## src/rtl/flash_spi_engine.sv

```systemverilog
// SPI flash command engine: one opcode-driven transaction per request, Done_Sig 16N+2 cycles after acceptance.
// No backpressure: a new request is only sampled in IDLE, and inputs are ignored while a transaction runs.
module flash_spi_engine #(
   parameter int PAGE_BYTES  = 256,
   parameter int RECOVER_CYC = 2
) (
   input  logic        CLK,
   input  logic        RST,
   input  logic [3:0]  cmd_type,
   input  logic [7:0]  flash_cmd,
   input  logic [23:0] flash_addr,
   output logic        Done_Sig,
   output logic [7:0]  mydata_o,
   output logic        myvalid_o,
   output logic        flash_clk,
   output logic        flash_cs,
   output logic        flash_datain,
   input  logic        flash_dataout
);

   localparam int BYTE_W = $clog2(PAGE_BYTES + 5);
   localparam int REC_W  = $clog2(RECOVER_CYC + 1);
   localparam logic [BYTE_W-1:0] PP_TOTAL = BYTE_W'(PAGE_BYTES + 4);

   typedef enum logic [2:0] {
      S_IDLE, S_SETUP, S_SHIFT, S_HOLD, S_DONE, S_RECOVER
   } state_t;

   state_t              state_q, state_d;
   logic                cs_q, cs_d;
   logic                fclk_q, fclk_d;
   logic                mosi_q, mosi_d;
   logic                done_q, done_d;
   logic                valid_q, valid_d;
   logic [7:0]          rdata_q, rdata_d;
   logic [2:0]          bit_q, bit_d;
   logic [BYTE_W-1:0]   byte_q, byte_d;
   logic [REC_W-1:0]    rec_q, rec_d;
   logic [2:0]          type_q, type_d;
   logic [7:0]          op_q, op_d;
   logic [23:0]         addr_q, addr_d;
   logic [7:0]          tx_sr_q, tx_sr_d;
   logic [6:0]          rx_sr_q, rx_sr_d;
   logic [7:0]          next_byte;

   function automatic logic [BYTE_W-1:0] tx_total_f(input logic [2:0] ty);
      case (ty)
         3'b000, 3'b010, 3'b110: tx_total_f = BYTE_W'(4);
         3'b101:                 tx_total_f = PP_TOTAL;
         default:                tx_total_f = BYTE_W'(1);
      endcase
   endfunction

   function automatic logic [BYTE_W-1:0] all_total_f(input logic [2:0] ty);
      case (ty)
         3'b000:         all_total_f = BYTE_W'(6);
         3'b010:         all_total_f = BYTE_W'(4);
         3'b011:         all_total_f = BYTE_W'(2);
         3'b101, 3'b110: all_total_f = PP_TOTAL;
         default:        all_total_f = BYTE_W'(1);
      endcase
   endfunction

   // Byte placed on MOSI at position idx; receive positions carry zero.
   function automatic logic [7:0] tx_byte_f(input logic [2:0] ty, input logic [7:0] op,
                                            input logic [23:0] ad, input logic [BYTE_W-1:0] idx);
      logic [BYTE_W-1:0] k;
      k = idx - BYTE_W'(4);
      if (idx >= tx_total_f(ty))    tx_byte_f = 8'h00;
      else if (idx == BYTE_W'(0))   tx_byte_f = op;
      else if (idx == BYTE_W'(1))   tx_byte_f = ad[23:16];
      else if (idx == BYTE_W'(2))   tx_byte_f = ad[15:8];
      else if (idx == BYTE_W'(3))   tx_byte_f = ad[7:0];
      else                          tx_byte_f = 8'(k);
   endfunction

   always_comb begin
      state_d   = state_q;
      cs_d      = cs_q;
      fclk_d    = fclk_q;
      mosi_d    = mosi_q;
      done_d    = 1'b0;
      valid_d   = 1'b0;
      rdata_d   = rdata_q;
      bit_d     = bit_q;
      byte_d    = byte_q;
      rec_d     = rec_q;
      type_d    = type_q;
      op_d      = op_q;
      addr_d    = addr_q;
      tx_sr_d   = tx_sr_q;
      rx_sr_d   = rx_sr_q;
      next_byte = tx_byte_f(type_q, op_q, addr_q, byte_q + BYTE_W'(1));

      case (state_q)
         S_IDLE: begin
            if (cmd_type[3]) begin
               type_d = cmd_type[2:0];
               op_d   = flash_cmd;
               addr_d = (cmd_type[2:0] == 3'b000) ? 24'h000000 : flash_addr;
               bit_d  = 3'd0;
               byte_d = '0;
               if (cmd_type[2:0] == 3'b111) begin
                  state_d = S_DONE;
                  done_d  = 1'b1;
               end else begin
                  state_d = S_SETUP;
                  cs_d    = 1'b0;
                  fclk_d  = 1'b0;
                  tx_sr_d = flash_cmd;
                  mosi_d  = flash_cmd[7];
               end
            end
         end
         S_SETUP: begin
            state_d = S_SHIFT;
         end
         S_SHIFT: begin
            if (!fclk_q) begin
               fclk_d = 1'b1;
            end else begin
               // End of the high phase: sample MISO, drop the clock, advance MOSI.
               fclk_d  = 1'b0;
               rx_sr_d = {rx_sr_q[5:0], flash_dataout};
               if (bit_q == 3'd7) begin
                  bit_d = 3'd0;
                  if (byte_q >= tx_total_f(type_q)) begin
                     rdata_d = {rx_sr_q, flash_dataout};
                     valid_d = 1'b1;
                  end
                  if (byte_q == all_total_f(type_q) - BYTE_W'(1)) begin
                     state_d = S_HOLD;
                     mosi_d  = 1'b0;
                  end else begin
                     byte_d  = byte_q + BYTE_W'(1);
                     tx_sr_d = next_byte;
                     mosi_d  = next_byte[7];
                  end
               end else begin
                  bit_d   = bit_q + 3'd1;
                  tx_sr_d = {tx_sr_q[6:0], 1'b0};
                  mosi_d  = tx_sr_q[6];
               end
            end
         end
         S_HOLD: begin
            state_d = S_DONE;
            cs_d    = 1'b1;
            done_d  = 1'b1;
            byte_d  = '0;
         end
         S_DONE: begin
            state_d = S_RECOVER;
            rec_d   = '0;
         end
         S_RECOVER: begin
            if (rec_q == REC_W'(RECOVER_CYC - 1)) begin
               state_d = S_IDLE;
               rec_d   = '0;
            end else begin
               rec_d = rec_q + REC_W'(1);
            end
         end
         default: begin
            state_d = S_IDLE;
            cs_d    = 1'b1;
            fclk_d  = 1'b0;
            mosi_d  = 1'b0;
         end
      endcase
   end

   always_ff @(posedge CLK) begin
      if (RST) begin
         state_q <= S_IDLE;
         cs_q    <= 1'b1;
         fclk_q  <= 1'b0;
         mosi_q  <= 1'b0;
         done_q  <= 1'b0;
         valid_q <= 1'b0;
         rdata_q <= 8'h00;
         bit_q   <= 3'd0;
         byte_q  <= '0;
         rec_q   <= '0;
         type_q  <= 3'd0;
         op_q    <= 8'h00;
         addr_q  <= 24'h000000;
         tx_sr_q <= 8'h00;
         rx_sr_q <= 7'h00;
      end else begin
         state_q <= state_d;
         cs_q    <= cs_d;
         fclk_q  <= fclk_d;
         mosi_q  <= mosi_d;
         done_q  <= done_d;
         valid_q <= valid_d;
         rdata_q <= rdata_d;
         bit_q   <= bit_d;
         byte_q  <= byte_d;
         rec_q   <= rec_d;
         type_q  <= type_d;
         op_q    <= op_d;
         addr_q  <= addr_d;
         tx_sr_q <= tx_sr_d;
         rx_sr_q <= rx_sr_d;
      end
   end

   assign Done_Sig     = done_q;
   assign mydata_o     = rdata_q;
   assign myvalid_o    = valid_q;
   assign flash_clk    = fclk_q;
   assign flash_cs     = cs_q;
   assign flash_datain = mosi_q;

endmodule
```

## config.mk

```make
export PLATFORM = sky130hd
export DESIGN_NAME = flash_spi_engine
export DESIGN_NICKNAME = d
export VERILOG_FILES = /design/src/rtl/flash_spi_engine.sv
export SDC_FILE = /design/constraint.sdc
export NUM_CORES = 1
export LEC_CHECK = 0
export CORE_ASPECT_RATIO = 1.5
export CORE_MARGIN = 4
export CORE_UTILIZATION = 30
export CTS_CLUSTER_SIZE = 8
export DETAILED_ROUTE_END_ITERATION = 8
export PLACE_DENSITY_LB_ADDON = 0.2
export SYNTH_ARGS = -nofsm -noshare
export SYNTH_HDL_FRONTEND = slang
export SYNTH_SLANG_ARGS = --single-unit
```

## constraint.sdc

```tcl
create_clock -name CLK -period 3.1 [get_ports CLK]
set_input_delay 0.62 -clock CLK [delete_from_list [all_inputs] [get_ports CLK]]
set_output_delay 0.62 -clock CLK [all_outputs]
set_load 0.02 [all_outputs]
```

==> flow_summary.ini <==
[yosys]
netlist_instances = 527
yosysWarnings = 0
synth_fp_nets = 578
ys_types = 63
seq_area_frac_synth_pct = 37.35
synth.avg_cell_area_um2 = 8.034
synth_edf_count = 0
synth_async_sr_flop_share_pct = 0
netlist_area_um2 = 4234
synthFlopType = dfxtp_1
ys_seq_elements = 79

[global_route]
grt_max_degree = 73
grt_pass1_vias = 3877
overflow = 0
antenna_found_initial = 0
grt_pass1_wl_um = 19830
grt_use_total_pct = 15.07

[setup_path]
path_class = flop to flop
cpMaxStageDelayCell = or4_4
rr_worst_depth = 10
slowest_delay_ns = 0.43
critPathBufInv = 1
cp-end-kind = flop
arrival_ns = 3.16
start_kind = flop
crit_family = simple AND/OR/NAND/NOR gates
ff2ff_setup_slack_ns = 0.23
rr_endpoint = state_q[2]$_SDFFE_PP0P_
r2r-start = type_q[2]$_SDFFE_PP0P_
crit_chain = nor2b_2 > xor2_2 > ha_1 > xnor2_1 > or4_4 > nor4_4 > buf_4 > a31oi_1 > a2111oi_2 > a31o_2
crit_fanout = 4
required_ns = 3.39
startpoint = type_q[2]$_SDFFE_PP0P_

[floorplanning]
start_util_pct = 30.99
core_um2 = 13660
num_rows = 52
boundaryPins = 52
die_width_um = 105
dieArea_um2 = 16120
die_h_um = 153.5

[sta]
tns_ns = 0
hold_viol_final = 0
fin_hold_ws_ns = 0.4447
layout_setup_ws_ns = 0.2328
finalClockSkew_ns = 0.008285
tightest_slew_ns = 0.8386
fmax_mhz = 348.8
slew_viol_final = 0
fin_crit_ns = 2.867
timing.final.crit_share_pct = 92.49
maxSlewHeadroom_pct = 44.09
rsz0062_at_grt = false
setup_viol = 0

[clock_tree]
cts_tree = yes
cts_buffers = 9
insertion_delay_ns = 0.34
cts_max_level = 3
ctsHoldBuffers = 0
postCtsResizedCells = 0
path_clk_slew_ns = 0.06
cts_root_buf = clkbuf_16
cts_sinks = 79
clk_path_buf_depth = 2
postCtsSetupBuffers = 0

[place]
port_buffers = 51
dp_hpwl_um = 8751
placed_cells = 718
gp_congestion = 0.8637
dpl_worst_slack_ns = 0.1345

[worst_hold_path]
worstHoldStart = rec_q[1]$_SDFFE_PP0P_
whs_endpoint = rec_q[1]$_SDFFE_PP0P_
holdPathStages = 1
hold_path.class = flop to flop

[routing]
wirelength_um = 12190
drtAntennaViolNets = 0
drtIter0Drc = 206
detail_route.first_pass.iterations = 4
num_vias = 3948
drc = 0
wl_per_cell_um = 16.61
viasPerCell = 5.379

[power_and_ir_drop]
leakagePower_uw = 0.001912
peakVddDrop_uv = 295.8
power_density_nw_per_um2 = 631.4
switchingPower_uw = 1108
p_clk_share_pct = 33.2
switching_share_pct = 33.57
power_frac_comb_pct = 28.3
p_seq_share_pct = 38.6
p_int_uw = 2193

[layout]
antenna_cells = 0
fin_util_pct = 38.27
drive_above_1_share_pct = 11.01
final_cell_mix = dfxtp_1 (78), nand2_1 (69), nor2_1 (58), a21oi_1 (54), clkdlybuf4s50_1 (50)
nNetsFinal = 618
stdcell_count = 734
final_common_cell = dfxtp_1
area_growth_pct = 23.49

[flow_run]
maxCapViolations = 0

[status]
status = completed
[worst max path at each step]
stage	to	slack (ns)	depth (start not counted)
global route	tx_sr_q[4]$_SDFFE_PP0P_	0.02	10
finish	state_q[2]$_SDFFE_PP0P_	0.23	10
CTS	state_q[2]$_SDFFE_PP0P_	0.10	10
global placement	byte_q[5]$_SDFFE_PP0P_	0.22	10
floorplan	tx_sr_q[6]$_SDFFE_PP0P_	0.27	14
detailed placement	state_q[2]$_SDFFE_PP0P_	0.13	10
[power by group through the flow]
stage | Clock (µW) | Combinational (µW) | Sequential [µW]
6_report | 1090 | 933 | 1270
5_1_grt | 1160 | 1040 | 1290
4_1_cts | 1120 | 933 | 1270
3_5_place_dp | 0 | 928 | 1290
3_3_place_gp | 0 | 916 | 1290
2_1_floorplan | 0 | 688 | 1250
[sequential cells by signal (all words and copies together) (netlist names), 2 cells and up]
name      count
rec_q         2
op_q          8
byte_q        9
rx_sr_q       7
tx_sr_q       7
state_q       3
bit_q         3
addr_q       24
mydata_o      8
type_q        3
[layout make-up]
class | instances | area (µm²)
inverter | 14 | 52.55
clock inverter | 6 | 66.31
sequential | 79 | 1583
fill | 1450 | 8434
tap | 162 | 202.7
timing repair buffer | 71 | 655.6
multi-input combinational | 392 | 2430
clock buffer | 10 | 239.0
[stage by stage]
| step | power (µW) | area, µm² |
|---|---|---|
| 6_report | 3302 | 5229 |
| 2_1_floorplan | 1940 | 4234 |
| 4_1_cts | 3321 | 5218 |
| 3_3_place_gp | 2208 | 4912 |
| 5_1_grt | 3491 | 5229 |
| 3_5_place_dp | 2222 | 4912 |
[cell families (layout without fill, tap and decap cells)]
family	after synthesis	in the layout	synth area share (%)
AO/OA/AOI/OAI	157	157	25.15
XOR/XNOR	18	18	3.723
adder cells (fa/ha/maj)	12	12	3.546
buffers and inverters	56	101	5.497
flip-flops	79	79	37.35
multiplexers	14	14	3.339
AND/OR/NAND/NOR	191	191	21.40
[per-layer routing]
layer	part of all wire (%)	GRT usage [%]
met1	43	18.48
met2	52	26.08
met3	2.6	2.013
met4	2.0	6.817
met5	0	0
[synth_stat cells, drive strengths merged, types with 12 or more instances]
cell type / n / area [µm²]
a31oi: 12 / 75.07
o21ai: 19 / 95.09
dfxtp: 79 / 1582
ha: 12 / 150.1
a22oi: 29 / 217.7
nor2: 58 / 217.7
nand3: 12 / 60.06
a21oi: 54 / 270.3
clkbuf: 32 / 120.1
nand2: 69 / 259.0
mux2i: 13 / 130.1
inv: 14 / 52.55
(Power assumes the default switching activity.)
==> edit: new RTL, same flow settings <==
Make the reset (`RST`) asynchronous in one clocked block.
--- a/src/rtl/flash_spi_engine.sv
+++ b/src/rtl/flash_spi_engine.sv
@@ -171,5 +171,5 @@
    end
 
-   always_ff @(posedge CLK) begin
+   always_ff @(posedge CLK or posedge RST) begin
       if (RST) begin
          state_q <= S_IDLE;
Formal check against the unedited RTL: differs if RST is asserted again (counterexample within 4 cycles, from zero or initial values and one cycle with RST high); with RST held inactive, the same outputs for 10 cycles.
==> edit against the unedited design <==
- first-iteration DRC count grew 1.9%
- total power grew 31%
- worst hold slack gained 0.053 ns
- sequential share of layout area grew 5.8 points
- synthesized area grew 4.8%
- critical path type unchanged
- sequential cell count is the same
- final cell count shrank 6.9%
- worst setup slack gained 0.096 ns
- clock power grew 10%
- design area grew 5.0%
- wire length shrank 3.6%
==> edit: results (changes against the unedited design) <==
{| class="wikitable"
! Metric !! Value
|-
| Drt first-iter violations || 210 (+1.9%)
|-
| Number of global-route vias before repair || 3581 (-7.6%)
|-
| Length in cells of the worst reg-to-reg path || 11 (+1)
|-
| Non-clock inverter count || 11 (-3)
|-
| Area contributors post-synth || sky130_fd_sc_hd__dfrtp_1 44%, sky130_fd_sc_hd__mux2_2 6.9%, sky130_fd_sc_hd__a22o_1 5.7%, sky130_fd_sc_hd__ha_1 3.1%, sky130_fd_sc_hd__nor2_1 2.9%
|-
| Total wire length after detailed routing || 11.8 mm (-3.6%)
|-
| Register Area || 1980 µm² (+25%)
|-
| Fill cells || 1451 (+0.069%)
|-
| Arrival time worst endpoint || 3.03 ns (-0.13 ns)
|-
| Hold Crit Start || bit_q[0]
|-
| Most numerous cell types in the synthesized netlist || 78 x sky130_fd_sc_hd__dfrtp_1, 34 x sky130_fd_sc_hd__nor2_1, 32 x sky130_fd_sc_hd__nand2_1
|-
| GRT Util Overall || 14.6% (-0.43 points)
|-
| RR Startpoint || byte_q[1]
|-
| Share of total power in the clock network || 27.9% (-5.3 points)
|-
| Share of cells above drive strength 1 || 16.2% (+5.2 points)
|-
| Worst Hold Slack || 0.498 ns (+0.0531 ns)
|-
| Die width || 107 µm (+2.2%)
|-
| Transition time at the pin with the least slew margin || 0.643 ns (-0.196 ns)
|-
| Sequential area share after synthesis || 44.6% (+7.2 points)
|-
| Pre-CTS setup slack || 0.252 ns (+0.118 ns)
|-
| Critical R2R Capture || tx_sr_q[0]
|-
| Clock buffer count || 11 (+1)
|-
| Slowest stage delay, CP || 0.48 ns (+0.05 ns)
|-
| GR Util met3 || 3.00% (+0.98 points)
|-
| Power in the clock group || 1200 µW (+10%)
|-
| CP max-delay cell || sky130_fd_sc_hd__dfrtp_2
|-
| Instance area after placement || 5150 µm² (+4.8%)
|-
| Post-layout net count || 532 (-14%)
|-
| Result of the run || finished, final reports clean
|-
| Proportion of cell area occupied by multi-input gates || 41.5% (-5.0 points)
|-
| Worst setup slack for register-to-register paths || 0.33 ns (+0.10 ns)
|-
| Post-synthesis async set-or-reset flop share || 100% (+100 points)
|-
| IR Drop Worst-Case VDD || 0.294 mV (-0.72%)
|-
| Met1 wire length || 5.00 mm (-4.6%)
|-
| Routability congestion estimate from global placement || 0.903 (+4.5%)
|-
| Number of vias per cell after detailed routing || 5.19 (-3.6%)
|-
| Dpl cells || 667 (-7.1%)
|-
| Number of sequential cells in the layout || 79 (unchanged)
|-
| Worst Hold Endpoint || bit_q[0]
|-
| Met2 Routed Length || 5.99 mm (-6.2%)
|-
| Non-filler cells in the finished layout || 683 (-6.9%)
|}
==> edit: worst register-to-register path, stage by stage (launching register included) <==
cell and delay (ns):
sky130_fd_sc_hd__dfrtp_2 0.48, sky130_fd_sc_hd__ha_1 0.20, sky130_fd_sc_hd__nand4_1 0.15, sky130_fd_sc_hd__nor2_1 0.16
sky130_fd_sc_hd__xor2_1 0.16, sky130_fd_sc_hd__ha_1 0.24, sky130_fd_sc_hd__nand2b_1 0.18, sky130_fd_sc_hd__o21bai_1 0.23
sky130_fd_sc_hd__o22ai_4 0.26, sky130_fd_sc_hd__nand2_1 0.12, sky130_fd_sc_hd__or3_1 0.37, sky130_fd_sc_hd__a31oi_1 0.14
==> edit: logic make-up (layout without fill, tap and decap cells) <==
group	Yosys count	count (layout)	synth area share, %
buffers and inverters	40	87	4.06
flip-flops	79	79	44.6
XOR/XNOR	12	12	2.54
adder cells (fa/ha/maj)	11	11	3.10
multiplexers	32	32	7.98
AND/OR/NAND/NOR	141	141	16.3
AO/OA/AOI/OAI	125	125	21.4
